==> src/rtl/axis_adder_pkg.sv <==
`default_nettype none
// +----------------------------------------------------------------------+
// | axis_adder_pkg                                                       |
// | Shared types, FSM encoding and parameter checks for axis_adder_tx.   |
// | Revision: 1.0                                                        |
// +----------------------------------------------------------------------+
package axis_adder_pkg;

    typedef logic [0:0] state_t;

    localparam state_t IDLE = 1'b0;
    localparam state_t MID  = 1'b1;

    // Sum of two unsigned operands needs one carry bit.
    function automatic int sum_width(input int c_w);
        return c_w + 1;
    endfunction

    function automatic bit params_ok(input int c_w, input int data_w, input int keep_w,
                                     input int depth, input int frame_len);
        return (c_w >= 1) && (data_w >= c_w + 1) && (keep_w == (data_w + 7) / 8) &&
               (depth >= 2) && ((depth & (depth - 1)) == 0) && (frame_len >= 1);
    endfunction

endpackage
`default_nettype wire

==> src/rtl/axis_adder_tx_fifo.sv <==
`default_nettype none
// +----------------------------------------------------------------------+
// | axis_adder_tx_fifo                                                   |
// | First-word-fall-through result buffer with occupancy count.          |
// | Revision: 1.0                                                        |
// +----------------------------------------------------------------------+
module axis_adder_tx_fifo #(
    parameter int DATA_WIDTH = 8,
    parameter int DEPTH      = 8
) (
    input  logic                    clk,
    input  logic                    rst,
    input  logic                    wr_en,
    input  logic [DATA_WIDTH-1:0]   wr_data,
    input  logic                    rd_en,
    output logic [DATA_WIDTH-1:0]   rd_data,
    output logic                    full,
    output logic                    empty,
    output logic [$clog2(DEPTH):0]  level
);

    localparam int c_PTR_W = $clog2(DEPTH);
    localparam int c_LVL_W = c_PTR_W + 1;
    localparam logic [c_LVL_W-1:0] c_FULL_LVL = c_LVL_W'(DEPTH);

    logic [DATA_WIDTH-1:0] r_mem [DEPTH];
    logic [c_PTR_W-1:0]    r_wr_ptr;
    logic [c_PTR_W-1:0]    r_rd_ptr;
    logic [c_LVL_W-1:0]    r_level;
    logic                  w_do_wr;
    logic                  w_do_rd;

    assign empty   = (r_level == '0);
    assign full    = (r_level == c_FULL_LVL);
    assign level   = r_level;
    assign rd_data = r_mem[r_rd_ptr];

    // A read in the same cycle frees the slot, so a full buffer still accepts.
    assign w_do_rd = rd_en && !empty;
    assign w_do_wr = wr_en && (!full || w_do_rd);

    always_ff @(posedge clk or negedge rst) begin
        if (!rst) begin
            r_wr_ptr <= '0;
            r_rd_ptr <= '0;
            r_level  <= '0;
        end else begin
            if (w_do_wr) r_wr_ptr <= r_wr_ptr + c_PTR_W'(1);
            if (w_do_rd) r_rd_ptr <= r_rd_ptr + c_PTR_W'(1);
            case ({w_do_wr, w_do_rd})
                2'b10:   r_level <= r_level + c_LVL_W'(1);
                2'b01:   r_level <= r_level - c_LVL_W'(1);
                default: r_level <= r_level;
            endcase
        end
    end

    always_ff @(posedge clk) begin
        if (w_do_wr) r_mem[r_wr_ptr] <= wr_data;
    end

endmodule
`default_nettype wire

==> src/rtl/axis_adder_tx.sv <==
`default_nettype none
// +----------------------------------------------------------------------+
// | axis_adder_tx                                                        |
// | Sums operand pairs, buffers them and emits fixed-length AXIS frames. |
// | Revision: 1.0                                                        |
// +----------------------------------------------------------------------+
module axis_adder_tx
    import axis_adder_pkg::*;
#(
    parameter int c_WIDTH    = 4,
    parameter int DATA_WIDTH = 8,
    parameter int KEEP_WIDTH = 1,
    parameter int DEPTH      = 8,
    parameter int FRAME_LEN  = 4
) (
    input  logic                    clk,
    input  logic                    rst,
    input  logic [c_WIDTH-1:0]      value_a,
    input  logic [c_WIDTH-1:0]      value_b,
    input  logic                    in_valid,
    input  logic                    flush,
    output logic [DATA_WIDTH-1:0]   m_axis_tdata,
    output logic [KEEP_WIDTH-1:0]   m_axis_tkeep,
    output logic                    m_axis_tvalid,
    input  logic                    m_axis_tready,
    output logic                    m_axis_tlast,
    output logic                    m_axis_tuser,
    output logic                    status_overflow,
    output logic                    status_frame_sent,
    output logic [$clog2(DEPTH):0]  level
);

    localparam int SUM_WIDTH = sum_width(c_WIDTH);
    localparam int c_LVL_W   = $clog2(DEPTH) + 1;
    localparam int c_CNT_W   = (FRAME_LEN > 1) ? $clog2(FRAME_LEN) : 1;
    localparam logic [c_CNT_W-1:0] c_LAST_CNT = c_CNT_W'(FRAME_LEN - 1);

    if (!params_ok(c_WIDTH, DATA_WIDTH, KEEP_WIDTH, DEPTH, FRAME_LEN)) begin : g_bad_params
        $error("axis_adder_tx: illegal parameter combination");
    end

    logic                  r_s1_valid;
    logic [SUM_WIDTH-1:0]  r_s1_sum;
    logic                  r_s2_valid;
    logic [DATA_WIDTH-1:0] r_s2_data;
    logic [DATA_WIDTH-1:0] w_sum_ext;

    logic [DATA_WIDTH-1:0] w_rd_data;
    logic                  w_full;
    logic                  w_empty;
    logic [c_LVL_W-1:0]    w_level;

    state_t                r_state;
    logic [c_CNT_W-1:0]    r_count;
    logic                  r_pend;
    logic                  r_err;
    logic                  r_err_late;
    logic                  r_stall;
    logic                  r_tlast_q;

    logic                  w_tvalid;
    logic                  w_xfer;
    logic                  w_at_last;
    logic                  w_tlast_new;
    logic                  w_tlast;
    logic                  w_tlast_xfer;
    logic                  w_ovf;
    logic                  w_started;

    always_comb begin
        w_sum_ext                = '0;
        w_sum_ext[SUM_WIDTH-1:0] = r_s1_sum;
    end

    always_ff @(posedge clk or negedge rst) begin
        if (!rst) begin
            r_s1_valid <= 1'b0;
            r_s1_sum   <= '0;
            r_s2_valid <= 1'b0;
            r_s2_data  <= '0;
        end else begin
            r_s1_valid <= in_valid;
            if (in_valid) r_s1_sum <= {1'b0, value_a} + {1'b0, value_b};
            r_s2_valid <= r_s1_valid;
            r_s2_data  <= w_sum_ext;
        end
    end

    axis_adder_tx_fifo #(
        .DATA_WIDTH (DATA_WIDTH),
        .DEPTH      (DEPTH)
    ) u_fifo (
        .clk     (clk),
        .rst     (rst),
        .wr_en   (r_s2_valid),
        .wr_data (r_s2_data),
        .rd_en   (w_xfer),
        .rd_data (w_rd_data),
        .full    (w_full),
        .empty   (w_empty),
        .level   (w_level)
    );

    assign w_tvalid  = !w_empty;
    assign w_xfer    = w_tvalid && m_axis_tready;
    assign w_at_last = (r_count == c_LAST_CNT);
    assign w_started = (r_state == MID) || w_tvalid;
    assign w_ovf     = r_s2_valid && w_full && !w_xfer;

    // While stalled, the presented tlast is frozen: a late flush or a new write
    // changing the level must not alter a beat the sink has already seen.
    assign w_tlast_new  = w_tvalid && (w_at_last || (r_pend && (w_level == c_LVL_W'(1))));
    assign w_tlast      = r_stall ? r_tlast_q : w_tlast_new;
    assign w_tlast_xfer = w_xfer && w_tlast;

    always_ff @(posedge clk or negedge rst) begin
        if (!rst) begin
            r_state    <= IDLE;
            r_count    <= '0;
            r_pend     <= 1'b0;
            r_stall    <= 1'b0;
            r_tlast_q  <= 1'b0;
        end else begin
            r_stall   <= w_tvalid && !m_axis_tready;
            r_tlast_q <= w_tlast;

            if (w_tlast_xfer)  r_count <= '0;
            else if (w_xfer)   r_count <= r_count + c_CNT_W'(1);

            case (r_state)
                IDLE:    if (w_xfer && !w_tlast) r_state <= MID;
                MID:     if (w_tlast_xfer)       r_state <= IDLE;
                default: r_state <= IDLE;
            endcase

            if (w_tlast_xfer)
                r_pend <= 1'b0;
            else if (flush && w_started && !w_at_last)
                r_pend <= 1'b1;
        end
    end

    // Drops seen once the tlast beat is on the bus belong to the next frame,
    // which keeps tuser stable for the beat being offered.
    always_ff @(posedge clk or negedge rst) begin
        if (!rst) begin
            r_err      <= 1'b0;
            r_err_late <= 1'b0;
        end else if (w_tlast_xfer) begin
            r_err      <= w_ovf || r_err_late;
            r_err_late <= 1'b0;
        end else if (w_ovf) begin
            if (w_tlast) r_err_late <= 1'b1;
            else         r_err      <= 1'b1;
        end
    end

    assign m_axis_tvalid     = w_tvalid;
    assign m_axis_tdata      = w_tvalid ? w_rd_data : '0;
    assign m_axis_tkeep      = {KEEP_WIDTH{w_tvalid}};
    assign m_axis_tlast      = w_tlast;
    assign m_axis_tuser      = w_tlast && r_err;
    assign status_overflow   = w_ovf;
    assign status_frame_sent = w_tlast_xfer;
    assign level             = w_level;

endmodule
`default_nettype wire

==> config.mk <==
export PLATFORM = sky130hd
export DESIGN_NAME = axis_adder_tx
export DESIGN_NICKNAME = d
export VERILOG_FILES = /design/src/rtl/axis_adder_pkg.sv /design/src/rtl/axis_adder_tx_fifo.sv /design/src/rtl/axis_adder_tx.sv
export SDC_FILE = /design/constraint.sdc
export NUM_CORES = 1
export LEC_CHECK = 0
export ABC_AREA = 1
export BUFFER_PORTS_ARGS = -buffer_cell sky130_fd_sc_hd__buf_4
export CAP_MARGIN = 20
export CORE_AREA = 2 2 97 99
export CTS_BUF_LIST = sky130_fd_sc_hd__clkbuf_16
export CTS_CLUSTER_DIAMETER = 120
export DETAILED_ROUTE_END_ITERATION = 10
export DIE_AREA = 0 0 99 101
export GPL_TIMING_DRIVEN = 0
export MAX_ROUTING_LAYER = met4
export PLACE_DENSITY_LB_ADDON = 0.2
export SETUP_SLACK_MARGIN = 0.3
export SYNTH_ARGS = -nofsm -noshare
export SYNTH_HDL_FRONTEND = slang
export SYNTH_SLANG_ARGS = --single-unit
==> constraint.sdc <==
create_clock -name clk -period 2 [get_ports clk]
set_input_delay 0.1 -clock clk [delete_from_list [all_inputs] [get_ports clk]]
set_output_delay 0.1 -clock clk [all_outputs]
set_load 0.01 [all_outputs]
# ---- Word-level counts from Yosys, hierarchy flattened
# Memory sizes are Yosys's and may differ from the RTL's.
# Index checks and enable logic that the tools add are counted.
dict set report totals {
  mem_bits_ro 0
  mem_count 1
  output_inout_bits 18
  latch_bits 0
  register_bits 30
  mem_bits_rw 40
}
dict set report classes {
  n_eq_ne 6
  div_mod_pow 0
  shift 0
  magnitude_cmp 0
  bitwise_logic 1
  multipliers 0
  n_reduce_logical 31
  n_addsub 6
  muxes 18
}
# name words word_bits rd rd_clocked_by_memory_dff wr line_no
set memory_table {}
lappend memory_table {u_fifo.r_mem 8 5 1 0 1 axis_adder_tx_fifo.sv:26} ;# logic [DATA_WIDTH-1:0] r_mem [DEPTH];
# cell count
set ops {}
lappend ops {{$logic_and A1 B1 Y1} 13}
lappend ops {{$mux W1} 13}
lappend ops {{$reduce_bool A2 Y1} 5}
lappend ops {{$mux W8} 1}
lappend ops {{$pmux W4 S2} 1}
lappend ops {{$add A3 B1 Y3 const B} 2}
lappend ops {{$logic_not A1 Y1} 6}
lappend ops {{$add A4 B4 Y5} 1}
lappend ops {{$add A4 B1 Y4 const B} 1}
lappend ops {{$eq A2 B2 Y1 const B} 2}
lappend ops {{$eq A4 B1 Y1 const B} 1}
lappend ops {{$eq A4 B4 Y1 const B} 1}
lappend ops {{$logic_not A4 Y1} 1}
lappend ops {{$logic_or A1 B1 Y1} 4}
lappend ops {{$mux W2} 2}
lappend ops {{$reduce_and A2 Y1} 2}
lappend ops {{$sub A4 B1 Y4 const B} 1}
lappend ops {{$add A2 B1 Y2 const B} 1}
lappend ops {{$eq A2 B1 Y1 const B} 1}
lappend ops {{$ne A2 B2 Y1 const B} 1}
lappend ops {{$pmux W1 S2} 1}
lappend ops {{$not A1 Y1} 1}

# ---- Longest topological paths before layout
# Gate-level depths: netlist of run 1.
dict set report logic_depth {
  depth_word 9
  ltp_mapped 12
}

# ---- Cells and area by module
# A second synthesis of run 1 with hierarchy kept.
dict set report hier_totals {
  cells_unflattened 473
  area_unflattened_um2 4399.2
}
# module n_inst seq_area_each_um2 cells_per_inst area_per_inst_um2
set modules_own_cells {}
lappend modules_own_cells {axis_adder_tx_fifo 1 2172.1 365 3413.3}
lappend modules_own_cells {axis_adder_tx 1 500.5 108 985.9}

# ---- Least setup slack after synthesis of run 1
# Ideal clock, no wire load.
dict set report synth_timing {
  path_kind {register to register}
  start {reg u_fifo.r_level[0] (netlist: u_fifo.level[0])}
  end {reg u_fifo.r_level[3] (netlist: u_fifo.level[3])}
  setup_slack_ns 0.047
  arrival_ns 1.834
  synth_period_minus_slack_ns 1.953
  setup_time_ns 0.118
  path_stages_with_launch 12
  cell_sequence {dfrtp_1 inv_1 ha_1 nand2_4 inv_4 nor2_8 ha_1 inv_1 o22ai_1 nand3b_1 xor2_1 inv_1}
}
dict set report synth_via {
  elab_chain_len 8
}
# item line_no
set synth_lines {}
lappend synth_lines {{from (decl)} axis_adder_tx_fifo.sv:29} ;# logic [c_LVL_W-1:0] r_level;
lappend synth_lines {{from (signal assigned)} axis_adder_tx_fifo.sv:51} ;# 2'b10: r_level <= r_level + c_LVL_W'(1);
lappend synth_lines {{from (signal assigned)} axis_adder_tx_fifo.sv:52} ;# 2'b01: r_level <= r_level - c_LVL_W'(1);
lappend synth_lines {{from (signal assigned)} axis_adder_tx_fifo.sv:53} ;# default: r_level <= r_level;
lappend synth_lines {{$logic_not A4 Y1 *} axis_adder_tx_fifo.sv:33} ;# assign empty = (r_level == '0);
lappend synth_lines {{$logic_not A1 Y1 *} axis_adder_tx.sv:104} ;# assign w_tvalid = !w_empty;
lappend synth_lines {{net m_axis_tkeep} axis_adder_tx.sv:23} ;# output logic [KEEP_WIDTH-1:0] m_axis_tkeep,
lappend synth_lines {{$logic_and A1 B1 Y1} axis_adder_tx.sv:105} ;# assign w_xfer = w_tvalid && m_axis_tready;
lappend synth_lines {{$logic_and A1 B1 Y1 *} axis_adder_tx_fifo.sv:39} ;# assign w_do_rd = rd_en && !empty;
lappend synth_lines {{net u_fifo.w_do_rd} axis_adder_tx_fifo.sv:31} ;# logic w_do_rd;
lappend synth_lines {{$logic_or A1 B1 Y1} axis_adder_tx_fifo.sv:40} ;# assign w_do_wr = wr_en && (!full || w_do_rd);
lappend synth_lines {{$logic_and A1 B1 Y1} axis_adder_tx_fifo.sv:40}
lappend synth_lines {{$eq A2 B1 Y1 / $eq A2 B2 Y1 (equally long branches)} axis_adder_tx_fifo.sv:50} ;# case ({w_do_wr, w_do_rd})
lappend synth_lines {{$pmux W4 S2 / $reduce_bool A2 Y1 (equally long branches)} -}
# The timed path passes the listed nets; every way through them passes the cells marked *.
# A chain may end at the register's enable or synchronous reset.

# ---- Worst setup path in the final report of run 1
dict set report layout_timing {
  start {reg u_fifo.r_level[0] (netlist: u_fifo.level[0])}
  end {reg u_fifo.r_level[2] (netlist: u_fifo.level[2])}
}
dict set report layout_via {
  elab_chain_len 8
}
# item line_no
set layout_lines {}
lappend layout_lines {{$logic_not A4 Y1} axis_adder_tx_fifo.sv:33}
lappend layout_lines {{$logic_not A1 Y1} {axis_adder_tx_fifo.sv:39, axis_adder_tx.sv:104}}
lappend layout_lines {{$logic_and A1 B1 Y1} axis_adder_tx.sv:105}
lappend layout_lines {{$logic_and A1 B1 Y1} axis_adder_tx_fifo.sv:39}
lappend layout_lines {{$logic_or A1 B1 Y1} axis_adder_tx_fifo.sv:40}
lappend layout_lines {{$logic_and A1 B1 Y1} axis_adder_tx_fifo.sv:40}
lappend layout_lines {{$eq A2 B1 Y1 / $eq A2 B2 Y1 (equally long branches)} axis_adder_tx_fifo.sv:50}
lappend layout_lines {{$pmux W4 S2 / $reduce_bool A2 Y1 (equally long branches)} -}
# Several ways; a longest one is shown, not always the timed one.

==> impl_results.md, run 1 <==
- Worst Hold Class: in -> reg
- TritonCTS clock tree: done
- Leakage power total: 1.75 nW
- Top cell type by total area after synthesis: sky130_fd_sc_hd__edfxtp_1
- Total via count after detailed routing: 2,089
- Required time at the worst-slack endpoint: 2.22 ns
- Max-capacitance violation count: 0
- Library cell with the highest instance count after synthesis: sky130_fd_sc_hd__nor2_1
- Pins over their slew limit: 0
- Syn. warnings: 0
- CP startpoint kind: flip-flop
- Vias in the first global route: between 2k and 2.5k
- Remaining global-route overflow: 0
- Post-route fraction of the period consumed by the critical path: 0.876
- Flop-to-flop setup slack: approximately 0.25 ns
- Die outline width: 99 um
- Clock slew at reported path FFs: 0.06 ns
- Post-synth EDFFs: 40
- Wire length of the first global-routing pass: 10,100 um
- Mapped Avg Cell Area: 10.9 um^2
- Ys async rst share: 0.429
- Synth top area share: 0.391
- Stage delay of the slowest cell on the critical path: 0.43 ns
- Io pins: 31
- Setup violators final: 0
- Worst endpoint data arrival time: 1.97 ns
- Cells after DPL: 421
- Crit path launch: u_fifo.level[0]
- Overall Global Routing Usage: 0.134
- Die height: 101 um
- Synthesis-stage register bit count: 70
- Post-synth top flop: sky130_fd_sc_hd__edfxtp_1
- Layout Cells excl Fill: 465
- Number of buffer cells added on primary ports: 27
- Gate count of the mapped netlist: 281
- Top post-synthesis cells by area: sky130_fd_sc_hd__edfxtp_1, sky130_fd_sc_hd__dfrtp_1, sky130_fd_sc_hd__nor2_1, sky130_fd_sc_hd__nand2_1, sky130_fd_sc_hd__ha_1
- Non-Filler Cell Area, Final: 0.00418 mm^2
- Net count, final: 375
- Residual DRC: 0
- Starting density of the core: 0.342
- Placeable core region: 0.00898 mm^2
- Average wire length per cell after detail routing: 13.4 um
- Maximum number of pins on one net before global-route repair: 31
- Total half-perimeter wirelength after legalization and detailed placement: 4110 um
- Crit path time final: 1.75 ns
- Result of the run: complete, no violations
- Remaining antenna violation count: 0
- Worst reg2reg startpoint: u_fifo.level[0]
- Proportion of layout cells with a drive suffix above 1: 0.339
- CTS sink cnt: 70
- Startpoint of the tightest hold check path: flush
- Setup repair after global routing missed its margin: yes
- Critical-path cell with the highest stage delay: sky130_fd_sc_hd__dfrtp_2
- Maximum clock path buffer count: 2
- Fmax achieved: 0.571 GHz
- Final hold violation count: 0
- Number of distinct library cells after synthesis: 29
- Detailed Route Iter0 Violations: between 80 and 90
- Overall die area: between 0.009 and 0.01 mm^2
- Nature of the critical path endpoint: flip-flop
- Post-placement setup slack: -0.0812 ns
- Antenna diode count: 0
- Final WS setup: 0.248 ns
- Clk Tree Root Cell: sky130_fd_sc_hd__clkbuf_16
- Worst vdd rail ir drop: 604 uV
- Cell Area, Synth: roughly 0.003 mm^2
- Cell-by-cell listing of the critical path: inv_2 > ha_4 > nand4_1 > nand2_2 > ha_4 > buf_4 > nor2_2 > nor2_2 > o21ai_1 > xor2_1 > inv_1
- Seq/Total Area, Yosys: 0.636
- Total routed wirelength: 6230 um
- Row count: 35
- Vias per inst: approximately 4.5
- Initial antenna violation count: 0
- Worst Skew: 0.00931 ns
- Power density over the cells: 1500 mW/mm^2
- Clock buffer count from CTS: 9
- Most frequent cells after synthesis: sky130_fd_sc_hd__nor2_1, sky130_fd_sc_hd__nand2_1, sky130_fd_sc_hd__edfxtp_1
- Area grow syn2layout: 36.3%
- Skew-Pair Late Insertion Delay: ~0.33 ns
- Area post-placement: 0.00346 mm^2
- Type of the setup path with the least slack: reg -> reg
- Final GP Congestion: 0.822
- Final sum of negative setup slack: 0 ns
- Deepest level of the CTS H-tree: 3
- Pre-Repair DR Iteration Count: 4
- Highest net fanout along the worst path: 3
-- layer usage --
layer | vias up | track usage | routed length (um)
li1 | 1073 | - | -
met3 | 8 | 0.0305 | 172
met1 | 977 | 0.161 | 2820
met5 | - | - | 0
met4 | 0 | 0.0622 | 99
met2 | 31 | 0.217 | 3140
-- logic make-up (layout without fill, tap and decap cells) --
group / count (synthesis) / count (layout) / synth area share
DFF: 70 / 70 / 0.636
adders and majority gates: 13 / 13 / 0.0554
AOI/OAI and AO/OA: 45 / 45 / 0.0832
other: 1 / 3 / 0.00122
xor gates and xnor gates: 8 / 8 / 0.0228
buffers and inverters: 33 / 104 / 0.0473
and+or+nand+nor: 111 / 111 / 0.154
-- registers in the layout (all words and copies together), names as in the netlist, 2 cells and up, named ones only --
name / count
u_fifo.r_rd_ptr: 3
r_count: 2
u_fifo.r_wr_ptr: 3
u_fifo.level: 4
u_fifo.r_mem: 40
r_s1_sum: 5
r_s2_data: 5
-- timing repair --
| item | CTS | global route |
|---|---|---|
| hold buffers | 3 | 0 |
| gates resized for setup | 41 | 19 |
| buffers inserted | 15 | 9 |
| cloned | 1 | 0 |
| pin swaps | 13 | 14 |
| hold endpoints to repair | 32 | 0 |
| setup endpoints to repair | 49 | 55 |
-- placed cells by master, fill, tap and decap left out, drive strengths merged, types with 3 or more instances in the layout --
| cell type | n |
|---|---|
| buf | 58 |
| nor2 | 57 |
| nand2 | 46 |
| edfxtp | 40 |
| dfrtp | 30 |
| o21ai | 27 |
| inv | 25 |
| clkbuf | 13 |
| ha | 12 |
| o22ai | 7 |
| o211ai | 6 |
| nand3 | 5 |
| a21oi | 4 |
| xor2 | 4 |
| xnor2 | 4 |
| conb | 3 |
| clkinvlp | 3 |
| dlygate4sd3 | 3 |
-- metrics by stage --
step,total power [mW],hold slack (ns),utilization
6_report,6.29,0.0518,0.466
5_1_grt,6.69,0.0626,0.466
4_1_cts,6.16,0.0430,0.452
3_5_place_dp,4.13,0.0598,0.386
3_3_place_gp,4.10,0.0535,0.386
2_1_floorplan,3.41,-0.196,-
-- final cells by class --
type                    count  area, um^2
well taps                 111         139
clock inverters             7        73.8
repair buffers             55         452
plain buffers              10        88.8
fillers                   794        4790
clock buffers               9         225
flip-flops and latches     70        1960
inverters                  23        96.3
multi-input cells         180        1150
-- path summary, 6_finish.rpt --
path | endpoint | depth (start not counted)
worst max-delay path | u_fifo.level[2] | 11
worst min-delay path | r_pend | 3
worst max register to register | u_fifo.level[2] | 11
worst min register to register | r_s2_valid | 0
max in group asynchronous | u_fifo.level[1] | 2
min in group asynchronous | r_err | 2
-- where the power goes --
group	switching, mW	total [mW]	internal, mW	leakage (nW)
combinational	1.38	2.60	1.22	0.895
clock	0.593	1.56	0.965	0.139
sequential	0.243	2.13	1.89	0.717
total	2.22	6.29	4.08	1.75
-- critical path, delay by kind of cell, from the launching register on --
kind / cells / cell delay [ns]
compound gates: 1 / 0.07
simple gates: 4 / 0.43
xor+xnor: 1 / 0.13
buf+inv: 3 / 0.26
fa+ha+maj: 2 / 0.33
flops: 1 / 0.43
Power figures use the tool's default switching activity.
==> run 2, diff against run 1 <==
--- a/config.mk
+++ b/config.mk
@@ -16,6 +16,7 @@
 export GPL_TIMING_DRIVEN = 0
 export MAX_ROUTING_LAYER = met4
 export PLACE_DENSITY_LB_ADDON = 0.2
+export RECOVER_POWER = 25
 export SETUP_SLACK_MARGIN = 0.3
 export SYNTH_ARGS = -nofsm -noshare
 export SYNTH_HDL_FRONTEND = slang
==> impl_results.md, run 2 (synthesis results as in run 1) <==
- Result of the run: complete, no violations
- Non-Filler Cell Area, Final: 0.00418 mm^2 (-0.15%)
- Row count: 35 (unchanged)
- Maximum clock path buffer count: 2 (unchanged)
- Worst Hold Class: in -> reg
- Setup violators final: 0 (unchanged)
- Clk Tree Root Cell: sky130_fd_sc_hd__clkbuf_16
- Register ranked first by flip-flop count: u_fifo.r_mem
- Net count, final: 375 (unchanged)
- Wire length of the first global-routing pass: 10,100 um (unchanged)
- Top Registers: u_fifo.r_mem: 40 flops, r_s1_sum: 5 flops, r_s2_data: 5 flops
- Vias in the first global route: 2,077 (unchanged)
- Critical-path cell with the highest stage delay: sky130_fd_sc_hd__dfrtp_2
- Post-route fraction of the period consumed by the critical path: 0.876 (unchanged)
- Antenna diode count: 0 (unchanged)
- Critical path's top delay family: flip-flops
- Leakage power total: 1.75 nW (-0.24%)
- Layout Cells excl Fill: 465 (unchanged)
- Final GP Congestion: 0.822 (unchanged)
- Stage delay of the slowest cell on the critical path: 0.43 ns (about the same)
- Io pins: 31 (unchanged)
- Buf/Inv on CP: 3 (unchanged)
- Maximum number of pins on one net before global-route repair: 31 (unchanged)
- Highest net fanout along the worst path: 3 (unchanged)
- Remaining global-route overflow: 0 (unchanged)
- Max reg flops: 40 (unchanged)
- Fmax achieved: 0.571 GHz (unchanged)
- Actual slew at the worst max-slew pin: 0.742 ns
- Nature of the critical path endpoint: flip-flop
- Slew margin rel.: 0.505
- Deepest level of the CTS H-tree: 3 (unchanged)
- Type of the setup path with the least slack: reg -> reg
- Final hold slack: 0.0518 ns (-0.000000400 ns)
- Worst Skew: 0.00931 ns (unchanged)
- Area grow syn2layout: 36.1%
- Pre-Repair DR Iteration Count: 4 (unchanged)
- Overall Global Routing Usage: 0.134 (unchanged)
- Placeable core region: 0.00898 mm^2 (unchanged)
- Power density over the cells: 1510 mW/mm^2 (+0.11%)
- Number of buffer cells added on primary ports: 27 (unchanged)
- Skew-Pair Late Insertion Delay: 0.33 ns (about the same)
- Clock buffer count from CTS: 9 (unchanged)
- Cell-by-cell listing of the critical path: inv_2 > ha_4 > nand4_1 > nand2_2 > ha_4 > buf_4 > nor2_2 > nor2_2 > o21ai_1 > xor2_1 > inv_1
- Pins over their slew limit: 0 (unchanged)
- Max-capacitance violation count: 0 (unchanged)
- Worst endpoint data arrival time: 1.97 ns (about the same)
- Worst vdd rail ir drop: 604 uV (about the same)
- Total via count after detailed routing: 2,090 (+0.048%)
- CTS sink cnt: 70 (unchanged)
- Proportion of layout cells with a drive suffix above 1: 0.336 (-0.00282)
- Flop-to-flop setup slack: 0.25 ns (about the same)
- Cells after DPL: 421 (unchanged)
- Remaining antenna violation count: 0 (unchanged)
- Residual DRC: 0 (unchanged)
- CP startpoint kind: flip-flop
- Most used cells in the layout excluding fill and tap cells: sky130_fd_sc_hd__buf_4, sky130_fd_sc_hd__nor2_1, sky130_fd_sc_hd__edfxtp_1
- Total routed wirelength: 6230 um (about the same)
- Clock slew at reported path FFs: 0.06 ns (about the same)
- Setup repair after global routing missed its margin: yes
- Die outline width: 99 um (unchanged)
- Initial antenna violation count: 0 (unchanged)
- Average wire length per cell after detail routing: 13.4 um (about the same)
- Final hold violation count: 0 (unchanged)
- Most common cell after layout, fill and taps aside: sky130_fd_sc_hd__buf_4
- Total half-perimeter wirelength after legalization and detailed placement: 4110 um (unchanged)
- Vias per inst: 4.49 (about the same)
- Design Power: 6.29 mW (about the same)
- Area post-placement: 0.00346 mm^2 (unchanged)
- Die height: 101 um (unchanged)
- Required time at the worst-slack endpoint: 2.22 ns (about the same)
- Starting density of the core: 0.342 (unchanged)
- Overall die area: 0.0100 mm^2 (unchanged)
- Detailed Route Iter0 Violations: 83 (unchanged)
- Crit path time final: 1.75 ns (unchanged)
- TritonCTS clock tree: done
run 2: final timing paths:
path                                 start              end  depth (start not counted)
max reg2reg                u_fifo.level[0]  u_fifo.level[2]                         11
max in group asynchronous              rst  u_fifo.level[1]                          2
min reg2reg                     r_s1_valid       r_s2_valid                          0
min in group asynchronous              rst            r_err                          2
max                        u_fifo.level[0]  u_fifo.level[2]                         11
min                                  flush           r_pend                          3
run 2: cell type report:
| class | count | area (um^2) |
|---|---|---|
| timing repair buffer | 55 | 445 |
| tap | 111 | 139 |
| multi-input combinational | 180 | 1150 |
| clock inverter | 7 | 73.8 |
| sequential | 70 | 1960 |
| clock buffer | 9 | 225 |
| buffer | 10 | 88.8 |
| inverter | 23 | 96.3 |
| fill | 793 | 4800 |
run 2: through the flow:
step / setup WS (ns) / utilization / TNS (ns)
after detailed placement: -0.0812 / 0.386 / -0.847
after global routing: 0.129 / 0.465 / 0
after CTS: 0.221 / 0.452 / 0
after floorplan: 0.273 / - / 0
after global placement: -0.0730 / 0.386 / -0.759
final: 0.248 / 0.465 / 0
run 2: timing repair:
item	CTS	global route
buffers inserted	15	9
pin swaps	13	14
endpoints found under the setup margin	49	55
hold buffers	3	0
gates cloned	1	0
hold endpoints to repair	32	0
resized for setup	41	19
run 2: power breakdown:
part / leakage [nW] / total (mW) / internal (mW) / switching [mW]
clock: 0.139 / 1.56 / 0.965 / 0.593
sequential: 0.717 / 2.13 / 1.89 / 0.243
combinational: 0.891 / 2.60 / 1.22 / 1.38
total: 1.75 / 6.29 / 4.07 / 2.22
run 2: per-layer routing:
metal | vias up | wire (um) | part of all wire | global-route usage
met5 | - | 0 | 0 | -
met4 | 0 | 99 | 0.016 | 0.0622
met3 | 8 | 168 | 0.027 | 0.0305
met2 | 31 | 3140 | 0.50 | 0.217
met1 | 978 | 2820 | 0.45 | 0.161
li1 | 1073 | - | - | -
run 2: worst reg2reg max path: stages, from the launching register on:
cell	delay (ns)
sky130_fd_sc_hd__dfrtp_2	0.43
sky130_fd_sc_hd__inv_2	0.09
sky130_fd_sc_hd__ha_4	0.17
sky130_fd_sc_hd__nand4_1	0.15
sky130_fd_sc_hd__nand2_2	0.16
sky130_fd_sc_hd__ha_4	0.16
sky130_fd_sc_hd__buf_4	0.12
sky130_fd_sc_hd__nor2_2	0.03
sky130_fd_sc_hd__nor2_2	0.09
sky130_fd_sc_hd__o21ai_1	0.07
sky130_fd_sc_hd__xor2_1	0.13
sky130_fd_sc_hd__inv_1	0.05
